==> src/rtl/phy_tx_serializer_pkg.sv <==
// Shared PHY definitions: comma byte, frame geometry,
// and the word-to-lane byte striping used by the serializer.
package phy_tx_serializer_pkg;

  localparam logic [7:0] COMMA = 8'hBC;
  localparam int FRAME_BITS = 16;
  localparam int LANES = 2;
  localparam int SYNC_FRAMES = 4;

  typedef logic [FRAME_BITS-1:0] frame_t;

  // Lane 0 carries bytes 3 and 1, lane 1 carries bytes 2 and 0.
  function automatic frame_t stripe(
    input logic [31:0] w,
    input logic        lane
  );
    frame_t f;
    if (lane) f = {w[23:16], w[7:0]};
    else      f = {w[31:24], w[15:8]};
    return f;
  endfunction

endpackage

==> src/rtl/phy_tx_serializer_lane.sv <==
// One serial lane: 16-bit MSB-first shift register that
// loads a data stripe or the idle pattern at frame boundaries.
module phy_tx_lane
  import phy_tx_serializer_pkg::*;
#(
  parameter frame_t IDLE = {COMMA, COMMA}
) (
  input  logic   clk_32f,
  input  logic   reset,
  input  logic   load_data,
  input  logic   load_idle,
  input  logic   shift,
  input  frame_t data,
  output logic   serial
);

  frame_t shreg;

  always_ff @(posedge clk_32f or posedge reset) begin
    if (reset) begin
      shreg <= IDLE;
    end else begin
      unique case (1'b1)
        load_data: shreg <= data;
        load_idle: shreg <= IDLE;
        shift:     shreg <= {shreg[FRAME_BITS-2:0], 1'b0};
        default:   shreg <= shreg;
      endcase
    end
  end

  assign serial = shreg[FRAME_BITS-1];

endmodule

==> src/rtl/phy_tx_serializer.sv <==
// Two-lane PHY transmit serializer: valid/ready word intake,
// comma sync preamble, then byte-striped MSB-first frames.
module phy_tx_serializer
  import phy_tx_serializer_pkg::FRAME_BITS;
  import phy_tx_serializer_pkg::LANES;
  import phy_tx_serializer_pkg::frame_t;
  import phy_tx_serializer_pkg::stripe;
#(
  parameter logic [7:0] COMMA = phy_tx_serializer_pkg::COMMA,
  parameter int SYNC_FRAMES = phy_tx_serializer_pkg::SYNC_FRAMES
) (
  input  logic        clk_32f,
  input  logic        reset,
  input  logic [31:0] data_in,
  input  logic        valid_in,
  output logic        ready_out,
  output logic        data_out_0,
  output logic        data_out_1,
  output logic        frame_active
);

  localparam int BCW = $clog2(FRAME_BITS);
  localparam int SCW = $clog2(SYNC_FRAMES + 1);
  localparam logic [BCW-1:0] LAST_BIT = BCW'(FRAME_BITS - 1);
  localparam logic [SCW-1:0] SYNC_END = SCW'(SYNC_FRAMES);

  logic [BCW-1:0] bit_cnt;
  logic [SCW-1:0] sync_cnt;
  logic [31:0]    hold_data;
  logic           hold_full;
  logic           sync_done;
  logic           boundary;
  logic           accept;
  logic [LANES-1:0] lane_bit;

  assign boundary  = (bit_cnt == LAST_BIT);
  assign sync_done = (sync_cnt == SYNC_END);
  assign ready_out = sync_done && !hold_full;
  assign accept    = valid_in && ready_out;

  always_ff @(posedge clk_32f or posedge reset) begin
    if (reset) begin
      bit_cnt  <= '0;
      sync_cnt <= '0;
    end else begin
      bit_cnt <= bit_cnt + 1'b1;
      if (boundary && !sync_done)
        sync_cnt <= sync_cnt + 1'b1;
    end
  end

  // hold_full is never set while full, so accept and the
  // boundary drain cannot collide on the same word.
  always_ff @(posedge clk_32f or posedge reset) begin
    if (reset) begin
      hold_data    <= '0;
      hold_full    <= 1'b0;
      frame_active <= 1'b0;
    end else begin
      if (boundary)
        frame_active <= hold_full;
      if (accept) begin
        hold_data <= data_in;
        hold_full <= 1'b1;
      end else if (boundary) begin
        hold_full <= 1'b0;
      end
    end
  end

  for (genvar i = 0; i < LANES; i++) begin : g_lane
    phy_tx_lane #(
      .IDLE ({COMMA, COMMA})
    ) u_lane (
      .clk_32f   (clk_32f),
      .reset     (reset),
      .load_data (boundary && hold_full),
      .load_idle (boundary && !hold_full),
      .shift     (!boundary),
      .data      (stripe(hold_data, 1'(i))),
      .serial    (lane_bit[i])
    );
  end

  assign data_out_0 = lane_bit[0];
  assign data_out_1 = lane_bit[1];

endmodule
==> config.mk <==
export PLATFORM = sky130hd
export DESIGN_NAME = phy_tx_serializer
export DESIGN_NICKNAME = d
export VERILOG_FILES = /design/src/rtl/phy_tx_serializer_pkg.sv /design/src/rtl/phy_tx_serializer_lane.sv /design/src/rtl/phy_tx_serializer.sv
export SDC_FILE = /design/constraint.sdc
export NUM_CORES = 1
export LEC_CHECK = 0
export CORE_MARGIN = 1
export CORE_UTILIZATION = 25
export DETAILED_ROUTE_END_ITERATION = 7
export DONT_BUFFER_PORTS = 1
export MAX_ROUTING_LAYER = met4
export PLACE_DENSITY = 0.49
export RECOVER_POWER = 100
export SLEW_MARGIN = 40
export SYNTH_ARGS = -nofsm -noshare
export SYNTH_HDL_FRONTEND = slang
export SYNTH_HIERARCHICAL = 1
export SYNTH_SLANG_ARGS = --single-unit
==> constraint.sdc <==
create_clock -name clk_32f -period 4.15 [get_ports clk_32f]
set_clock_uncertainty 0.2 [all_clocks]
set_input_delay 1.0375 -clock clk_32f [delete_from_list [all_inputs] [get_ports clk_32f]]
set_output_delay 1.0375 -clock clk_32f [all_outputs]
set_load 0.05 [all_outputs]
==> results_dict.tcl <==
set metrics [dict create \
    grt-ovfl-total 0 \
    vias 1740 \
    cts_max_level 3 \
    fill_cells 1358 \
    hold_buffers 0 \
    yosysUniqueCellTypes 29 \
    grt_usage_pct 10.5 \
    ys_async_sr_fraction_pct 100 \
    route.detailed.drc 0 \
    hold_viol 0 \
    drt_first_pass_iters 7 \
    fmax_mhz 326 \
    cap_violations 2 \
    relSlewSlack_pct -30.4 \
    synth-seq-cells 73 \
    die_area_sq_um 13600 \
    yosys.area.top_type "dfrtp_1" \
    fin_util_pct 28.2 \
    coreArea_sq_um 12700 \
    worstPathMaxFanout 33 \
    cts_inserted_buffers 9 \
    clk_latency_ps 330 \
    dieHeight_microns 117 \
    p_sw_mw 0.287 \
    io_pins 39 \
    drt-initial-drc-count 76 \
    end_kind "flip-flop" \
    cts_buffer_depth 2 \
    cpPeakStageDelay_ps 1470 \
    setup-violations-final 0 \
    gp_congestion 0.685 \
    routed_wl_microns 6040 \
    maxSlewViolCount 63 \
    internal_power_mw 1.19 \
    postSynthAreaPerCell_sq_um 13.9 \
    violations "capacitance limit, slew limit" \
    start_kind "flip-flop" \
    finalInstanceArea_sq_um 3580 \
    pwr-share-clk_pct 50.8 \
    rsz0062_at_grt "no" \
    min_period_over_period_pct 73.9 \
    p_comb_share_pct 1.0 \
    synth_area_leaders "dfrtp_1 (40%), dfstp_2 (16%), mux2_4 (13%)" \
    cts_tree "done" \
    p_per_area_nw_per_um2 413 \
    holdWs_ps 260 \
    diodes 0 \
    period_minus_slack_ps 3070 \
    ys_seq_area_share_pct 56.3 \
    yosys_warnings 6 \
    critPathSlowestCell "and2_1" \
    ys.flop_type "dfrtp_1" \
    drive_gt1_share_pct 17.2 \
    crit_arrival_ps 3110 \
    syn_to_final_growth_pct 8.90 \
    post_drt_wl_per_cell_microns 14.5 \
    seqPwrFrac_pct 48.2 \
    power_mw 1.48 \
    stdcell_count 416 \
    place_area_sq_um 3400 \
    cp_num_buf_inv 0 \
    dp_cells 400 \
    grt_max_degree 34 \
    num_rows 41 \
    post-cts-setup-buffers 0 \
    syn-cell-area_sq_um 3290 \
    cp.required_ps 4200 \
    die_x_microns 117 \
    ir_drop_uv 201 \
    cts_sinks 73 \
    tightestPinTransition_ps 1960 \
    io_buffers 0 \
    status "finished with violations" \
    dp_hpwl_microns 4100 \
    leakage_nw 1.66 \
    synth_top_area_share_pct 40.3 \
    path_class "flip-flop to flip-flop" \
    crit_chain "ha_1 -> and3_1 -> and2_1 -> mux2i_1 -> a22oi_1" \
    synthCells 236 \
    antenna_found_initial 0 \
    vias_per_cell 4.18 \
    synth_top_cells_by_count "dfrtp_1 (53), mux2i_1 (32), mux2_4 (29), dfstp_2 (20), nor2_1 (15)" \
    start_util_pct 25.9 \
    ant_nets 0 \
    grt_first_pass_wirelength_microns 10300 \
    synth_edf_count 0 \
    worst_slack_ps 1080 \
    switching_share_pct 19.4 \
    synth_fp_nets 274 \
    cts_root_buf "clkbuf_16" \
    crit_family "simple AND/OR/NAND/NOR gates" \
    fin_tns_setup_ps 0 \
    worst_hold_path_type "flip-flop to flip-flop" \
    synth.most_common_cell "dfrtp_1" \
    nets 277 \
    grt_pass1_vias 1915 \
    cts_resized 0 \
    preCtsSetupSlack_ps 1850 \
    clkTransAtPathRegs_ps 60 \
]
## placed cells by master (no fill, tap or decap), drive strengths merged, types with 2 or more instances in the layout
| cell | instances |
|---|---|
| xnor2 | 2 |
| dfrtp | 53 |
| mux2i | 32 |
| o21ai | 10 |
| clkbuf | 13 |
| nand2 | 15 |
| or2 | 2 |
| nor2 | 17 |
| inv | 7 |
| dfstp | 20 |
| ha | 3 |
| nand2b | 2 |
| buf | 2 |
| clkinv | 3 |
| a2bb2oi | 8 |
| mux2 | 33 |
| a22oi | 12 |
## path summary, 6_finish.rpt
path | startpoint | slack [ps] | end | cells after the start
min reg2reg | bit_cnt[0]$_DFF_PP0_ | 260 | bit_cnt[0]$_DFF_PP0_ | 1
max in group asynchronous | reset | 1510 | hold_data[27]$_DFFE_PP0P_ | 2
min in group asynchronous | reset | 430 | hold_data[7]$_DFFE_PP0P_ | 1
max | bit_cnt[0]$_DFF_PP0_ | 1080 | g_lane[1].u_lane/shreg[10]$_DFFE_PP1P_ | 5
max reg2reg | bit_cnt[0]$_DFF_PP0_ | 1080 | g_lane[1].u_lane/shreg[10]$_DFFE_PP1P_ | 5
min | bit_cnt[0]$_DFF_PP0_ | 260 | bit_cnt[0]$_DFF_PP0_ | 1
## cell type report
class	count	area (sq um)	share of cell area (%)
flip-flops and latches	73	1850	51.7
multi-input cells	145	1180	32.9
clock buffers	12	246	6.88
well taps	172	215	6.01
clock inverters	4	45.0	1.26
inverters	7	26.3	0.733
repair buffers	3	18.8	0.524
## power by group through the flow
stage	clock (mW)	sequential, mW	combinational, mW
floorplan	0	0.725	0.0112
global placement	0	0.725	0.0166
detailed placement	0	0.725	0.0169
CTS	0.777	0.713	0.0169
global route	0.813	0.712	0.0181
finish	0.751	0.713	0.0145
## kinds of logic after synthesis
| family | after synthesis | synth area share, % |
|---|---|---|
| AOI/OAI and AO/OA | 33 | 6.96 |
| xor gates and xnor gates | 3 | 0.799 |
| adders and majority gates | 3 | 1.14 |
| buffers and inverters | 18 | 4.64 |
| DFF | 73 | 56.3 |
| muxes | 65 | 24.3 |
| and+or+nand+nor | 41 | 5.82 |
## registers in the layout, summed over array words and instances, names as in the netlist
signal and cells:
sync_cnt 3, bit_cnt 4, g_lane.u_lane/shreg 32, hold_full 1, frame_active 1, hold_data 32
## layer usage
metal,routed length [microns],track usage (%)
met5,0,-
met2,2690,14.4
met4,91,4.05
met1,3090,14.1
met3,164,3.84
No activity file was read; power rests on OpenSTA's default activity.
